<file path="src/rtl/aud_pkg.sv">
// rtl/aud_pkg.sv - shared types and constants for the audio serial-link blocks
// Contents: slot_state_t (slot transmitter FSM states), I2S_DELAY_BITS (BCLK periods
// between the LRCK edge and the MSB in I2S framing).
package aud_pkg;

  typedef enum logic [2:0] {
    IDLE,
    REQ,
    ARM,
    SHIFT,
    DONE
  } slot_state_t;

  localparam int I2S_DELAY_BITS = 1;

endpackage

</file>
<file path="src/rtl/aud_rst_sync.sv">
// rtl/aud_rst_sync.sv - reset synchroniser, asynchronous assert / synchronous release
// Ports:
//   iCLK_50  in   system clock
//   rstIn    in   asynchronous active-high reset source
//   rstOut   out  active-high reset; rises with rstIn, falls SYNC_STAGES clocks after it
module aud_rst_sync #(
  parameter int SYNC_STAGES = 2
) (
  input  logic iCLK_50,
  input  logic rstIn,
  output logic rstOut
);

  logic [SYNC_STAGES-1:0] chain;

  always_ff @(posedge iCLK_50 or posedge rstIn) begin
    if (rstIn) begin
      chain <= '1;
    end else begin
      chain <= {chain[SYNC_STAGES-2:0], 1'b0};
    end
  end

  assign rstOut = chain[SYNC_STAGES-1];

endmodule

</file>
<file path="src/rtl/aud_slot_serializer.sv">
// rtl/aud_slot_serializer.sv - serialises one sample onto the ADC data line per LRCK-low slot
// Build option: define AUD_SLOT_TX_LJ_EN for left-justified timing (MSB before the first
// BCLK fall); otherwise I2S timing (MSB after the first BCLK fall).
// Ports:
//   iCLK_50       in   system clock, 50 MHz
//   AUD_ADCLRCK   in   asynchronous active-high reset; slot is active while low
//   iBCLK         in   codec bit clock, asynchronous to iCLK_50
//   iSample       in   WS-bit sample, sent MSB first
//   iSampleValid  in   iSample valid, sampled from the oSampleReq cycle onward
//   oSampleReq    out  one-cycle pulse when the slot opens
//   oDAT          out  serial data, updated one cycle after a detected BCLK fall
//   oBusy         out  high while waiting for the first fall or shifting
//   oDone         out  one-cycle pulse after the last data bit
//   oUnderrun     out  sticky: no valid sample arrived by the first BCLK fall
module aud_slot_serializer
  import aud_pkg::*;
#(
  parameter int WS          = 16,
  parameter int SLOT_BITS   = 32,
  parameter int SYNC_STAGES = 2
) (
  input  logic          iCLK_50,
  input  logic          AUD_ADCLRCK,
  input  logic          iBCLK,
  input  logic [WS-1:0] iSample,
  input  logic          iSampleValid,
  output logic          oSampleReq,
  output logic          oDAT,
  output logic          oBusy,
  output logic          oDone,
  output logic          oUnderrun
);

  localparam int            CW       = $clog2(SLOT_BITS + 1);
  localparam logic [CW-1:0] WS_CNT   = CW'(WS);
  localparam logic [CW-1:0] SLOT_CNT = CW'(SLOT_BITS);

  logic rst;

  aud_rst_sync #(
    .SYNC_STAGES(SYNC_STAGES)
  ) u_rst_sync (
    .iCLK_50(iCLK_50),
    .rstIn  (AUD_ADCLRCK),
    .rstOut (rst)
  );

  // BCLK synchroniser; all flops clear to 0 so a low BCLK at release is not seen as a fall
  logic [SYNC_STAGES-1:0] bclkSync;
  logic                   bclkPrev;
  logic                   bclkFall;

  assign bclkFall = bclkPrev & ~bclkSync[SYNC_STAGES-1];

  slot_state_t   state, stateNext;
  logic [WS-1:0] shreg, shregNext;
  logic [CW-1:0] cnt, cntNext;
  logic          dat, datNext;
  logic          done, doneNext;
  logic          req, reqNext;
  logic          underrun, underrunNext;

  always_ff @(posedge iCLK_50 or posedge rst) begin
    if (rst) begin
      state    <= IDLE;
      shreg    <= '0;
      cnt      <= '0;
      dat      <= 1'b0;
      done     <= 1'b0;
      req      <= 1'b0;
      underrun <= 1'b0;
      bclkSync <= '0;
      bclkPrev <= 1'b0;
    end else begin
      state    <= stateNext;
      shreg    <= shregNext;
      cnt      <= cntNext;
      dat      <= datNext;
      done     <= doneNext;
      req      <= reqNext;
      underrun <= underrunNext;
      bclkSync <= {bclkSync[SYNC_STAGES-2:0], iBCLK};
      bclkPrev <= bclkSync[SYNC_STAGES-1];
    end
  end

  // The shift register moves left as bits go out, so the next bit is always shreg[WS-1].
  always_comb begin
    stateNext    = state;
    shregNext    = shreg;
    cntNext      = cnt;
    datNext      = dat;
    doneNext     = 1'b0;
    reqNext      = 1'b0;
    underrunNext = underrun;
    case (state)
      IDLE: begin
        reqNext   = 1'b1;
        stateNext = REQ;
      end
      REQ: begin
        if (iSampleValid) begin
`ifdef AUD_SLOT_TX_LJ_EN
          datNext   = iSample[WS-1];
          shregNext = iSample << 1;
          cntNext   = CW'(1);
          stateNext = SHIFT;
`else
          // A capture coinciding with the first fall is that fall's MSB, not an underrun
          if (bclkFall) begin
            datNext   = iSample[WS-1];
            shregNext = iSample << 1;
            cntNext   = CW'(1);
            stateNext = SHIFT;
          end else begin
            shregNext = iSample;
            stateNext = ARM;
          end
`endif
        end else if (bclkFall) begin
          // Too late: send a zero word, this fall standing in for the MSB fall
          shregNext    = '0;
          datNext      = 1'b0;
          underrunNext = 1'b1;
          cntNext      = CW'(1);
          stateNext    = SHIFT;
        end
      end
      ARM: begin
        if (bclkFall) begin
          datNext   = shreg[WS-1];
          shregNext = shreg << 1;
          cntNext   = CW'(1);
          stateNext = SHIFT;
        end
      end
      SHIFT: begin
        if (bclkFall) begin
          if (cnt < WS_CNT) begin
            datNext   = shreg[WS-1];
            shregNext = shreg << 1;
            cntNext   = cnt + 1'b1;
          end else begin
            datNext   = 1'b0;
            doneNext  = 1'b1;
            stateNext = DONE;
          end
        end
      end
      DONE: begin
        datNext = 1'b0;
        if (bclkFall && cnt != SLOT_CNT) begin
          cntNext = cnt + 1'b1;
        end
      end
      default: begin
        stateNext = IDLE;
      end
    endcase
  end

  assign oSampleReq = req;
  assign oDAT       = dat;
  assign oDone      = done;
  assign oUnderrun  = underrun;
  assign oBusy      = (state == ARM) || (state == SHIFT);

endmodule

</file>
<file path="config.mk">
export PLATFORM = sky130hd
export DESIGN_NAME = aud_slot_serializer
export DESIGN_NICKNAME = d
export VERILOG_FILES = /design/src/rtl/aud_pkg.sv /design/src/rtl/aud_rst_sync.sv /design/src/rtl/aud_slot_serializer.sv
export SDC_FILE = /design/constraint.sdc
export NUM_CORES = 1
export LEC_CHECK = 0
export ABC_AREA = 1
export BUFFER_PORTS_ARGS = -buffer_cell sky130_fd_sc_hd__buf_4
export CORE_MARGIN = 2
export CORE_UTILIZATION = 45
export DETAILED_ROUTE_END_ITERATION = 10
export PLACE_DENSITY = 0.75
export SLEW_MARGIN = 10
export SYNTH_ARGS = -nofsm -noshare
export SYNTH_HDL_FRONTEND = slang
export SYNTH_SLANG_ARGS = --single-unit
export TNS_END_PERCENT = 30
</file>
<file path="constraint.sdc">
create_clock -name iCLK_50 -period 1.1 [get_ports iCLK_50]
set_input_delay 0.22 -clock iCLK_50 [delete_from_list [all_inputs] [get_ports iCLK_50]]
set_output_delay 0.22 -clock iCLK_50 [all_outputs]
set_load 0.01 [all_outputs]
</file>
==> impl_metrics.toml <==
[clock_tree]
path_clk_slew_ps = 70
cts_tree = "done"
clock_sinks = 34
worstSkewPairLatency_ps = 300
h-tree-depth = 2
cts_buffer_depth = 2
root_buffer = "clkbuf_8"
cts_buffers = 5

[timing]
slew_viol_final = 0
setup_slack_ps = -335
min_period_over_period_pct = 130
setup_tns_ps = -7810
whs_ps = 31.3
rsz0062_at_grt = "yes"
setup_viol = 28
max_freq_mhz = 697
fin_worst_skew_ps = 7.10
final.min_clock_period_ps = 1440
finalHoldViolCount = 0

[logic_synthesis]
synth-edff-count = 0
async_flop_share_pct = 100
ys_ff_latch = 34
syn_area_um2 = 2040
synthCells = 285
yosysSeqAreaShare_pct = 41.8
synthesis.nets = 307
ys.flop_type = "dfrtp_1"
synth.distinct_cells = 30
ys_warn_count = 0
post_synth.cell_area_avg_um2 = 7.16

[min_path]
hold_depth = 1
min_path_type = "input pin to register"
hp-start = "iBCLK"
holdPathEnd = "bclkSync[0]"

[cells_and_area]
multi_input_area_um2 = 1170
layout-drive-gt1-share_pct = 36.4
syn_to_final_growth_pct = 40.4
final_cell_area_um2 = 2870
nFillCells = 352
fin_nets = 375
layout.area.seq_um2 = 857
diodes = 0

[floorplanning]
fp-row-count = 24
die_y_um = 71.3
start_util_pct = 46.9
core_area_um2 = 4350
ios = 25
die_x_um = 71.3
die-area_um2 = 5090

[power_and_ir_drop]
cellPowerDensity_nw_per_um2 = 2310
power.leakage_nw = 1.53
peakVddDrop_mv = 1.31

[route]
vias = 2055
avgViaCountPerCell = 5.06
wirelength_mm = 5.58
dr.pass1.iters = 4
drt_iter0_drc = 160
post_drt_wl_per_cell_um = 13.8
drc = 0
drtAntennaViolNets = 0

[setup_path]
reg2reg_slack_ps = -340
crit_chain = "nor2_4, nand2_4, nand2_4, inv_2, nor2_4, nand2_4, nand2_1, nand2_1"
slowest_stage = "dfrtp_2"
r2r_cells = 8
cp_slowest_stage_delay_ps = 510
worst_setup_path_end_kind = "register"
critPathBufInv = 1
worstReg2RegStart = "state[1]"
critPathLaunchType = "register"
crit_family = "simple AND/OR/NAND/NOR gates"
reg2reg_to = "cnt[5]"
worstSetupPathType = "register to register"
crit_arrival_ps = 1620
crit_top_cell = "nand2_4"
path_max_fanout = 8
cp.required_ps = 1280

[global_route]
overflow = 0
first_global_vias = 2005
grt_pass1_wl_mm = 9.00
grt_max_degree = 22
use_met3_pct = 5.34
busiest_layer = "met2"
antenna_found_initial = 0
grtUsageTotal_pct = 22.8
use_met2_pct = 40.7
use_met1_pct = 26.2

[run_status]
outcome = "finished with violations"
violations = "setup timing"

[placement]
io_buffers = 24
place_area_um2 = 2530
hpwlAfterDp_mm = 3.46
gp_congestion = 0.884

[flow_run]
maxCapViolations = 0
-- worst max path at each step --
stage	from	to	slack, ps	cells after the start
6_report	state[1]	cnt[5]	-340	8
5_1_grt	state[2]	cnt[2]	-450	8
4_1_cts	state[0]	oBusy	-280	4
3_5_place_dp	state[1]	shreg[5]	-340	7
3_3_place_gp	state[1]	shreg[10]	-300	7
2_1_floorplan	state[1]	cnt[5]	-160	9
-- synthesized netlist by cell type, types with 2 or more instances --
| library cell | n | area share (%) |
|---|---|---|
| nand2_1 | 131 | 24 |
| dfrtp_1 | 32 | 39 |
| inv_1 | 21 | 3.9 |
| o21ai_0 | 17 | 4.2 |
| nor2_1 | 14 | 2.6 |
| o21ai_1 | 12 | 2.9 |
| nand3_1 | 9 | 2.2 |
| nand2_2 | 6 | 1.8 |
| inv_2 | 5 | 0.92 |
| buf_4 | 4 | 1.5 |
| nand3_2 | 4 | 2.0 |
| buf_2 | 3 | 0.74 |
| buf_6 | 3 | 1.7 |
| dfstp_2 | 2 | 2.6 |
| ha_1 | 2 | 1.2 |
| nand3b_1 | 2 | 0.74 |
| nand4_1 | 2 | 0.61 |
| nor2_4 | 2 | 1.1 |
| o211ai_1 | 2 | 0.74 |
| o21bai_1 | 2 | 0.74 |
-- routing by layer --
layer  vias up  wire length, µm  part of all wire, %
met1       973             2260                   40
met3        13              242                  4.3
met2        47             2970                   53
met5         -                0                    0
li1       1022                -                    -
met4         0              119                  2.1
-- cell families (layout without fill, tap and decap cells) --
group                    Yosys count  in the layout  share of synthesized area [%]
AO/OA/AOI/OAI                     35             35                           9.26
other                              1              1                          0.184
AND/OR/NAND/NOR                  175            176                           38.3
XOR/XNOR                           1              1                          0.429
adder cells (fa/ha/maj)            2              2                           1.23
buffers and inverters             37            105                           8.83
flip-flops                        34             34                           41.8
-- stage by stage --
step / util (%) / setup slack (ps) / total power, W / std cells
after floorplan: - / -163 / 0.00384 / 285
after global placement: 58.2 / -296 / 0.00481 / 386
after detailed placement: 58.2 / -343 / 0.00489 / 386
after CTS: 63.8 / -279 / 0.00633 / 403
after global routing: 65.8 / -452 / 0.00706 / 406
final: 65.8 / -335 / 0.00663 / 406
-- power breakdown --
| group | switching [W] | total (W) | internal [W] | leakage (nW) |
|---|---|---|---|---|
| Combinational | 0.00200 | 0.00372 | 0.00172 | 1.05 |
| Sequential | 0.000331 | 0.00194 | 0.00161 | 0.431 |
| Clock | 0.000465 | 0.000970 | 0.000505 | 0.0482 |
-- registers in the layout (all words and copies together), names as in the netlist --
name and flops:
bclkPrev 1, oSampleReq 1, oUnderrun 1, u_rst_sync.chain 2, shreg 16, bclkSync 2
oDAT 1, oDone 1, state 3, cnt 6
-- final cells by class --
cell class	count	share of cell area (%)
sequential	34	29.9
clock buffer	7	3.01
inverter	27	3.93
tap	52	2.27
clock inverter	1	0.175
timing repair buffer	70	20.0
multi-input combinational	215	40.7
-- worst register-to-register path, stage by stage, from the launching register on --
cell and delay, ps:
dfrtp_2 510, nor2_4 200, nand2_4 100, nand2_4 70, inv_2 40, nor2_4 180
nand2_4 110, nand2_1 70, nand2_1 60
-- layout by cell type, fill, tap and decap left out, types with 2 or more instances in the layout --
cell | netlist | layout
nand2_1 | 131 | 116
nor2_4 | 2 | 5
inv_2 | 5 | 2
dfrtp_2 | 0 | 3
o21ai_0 | 17 | 14
o21ai_1 | 12 | 14
buf_6 | 3 | 5
nand2_4 | 1 | 6
buf_4 | 4 | 62
nand3_2 | 4 | 3
nand2_2 | 6 | 16
dfstp_2 | 2 | 2
nand3b_1 | 2 | 2
inv_1 | 21 | 21
buf_12 | 0 | 2
nor2_2 | 0 | 2
nand4_1 | 2 | 2
nand3_1 | 9 | 7
dfrtp_1 | 32 | 29
nor2_1 | 14 | 9
o211ai_1 | 2 | 2
inv_4 | 0 | 2
clkbuf_8 | 0 | 6
nand3_4 | 1 | 5
o21bai_1 | 2 | 2
clkinv_2 | 0 | 2
-- repair_timing --
| action | CTS | global route |
|---|---|---|
| pin swaps | 8 | 15 |
| buffers inserted | 7 | 3 |
| hold buffers | 1 | 0 |
| setup endpoints to repair | 28 | 29 |
| gates resized for setup | 24 | 20 |
| cloned | 1 | 0 |
| endpoints found under the hold margin | 2 | 0 |
No activity file was read; power rests on OpenSTA's default activity.
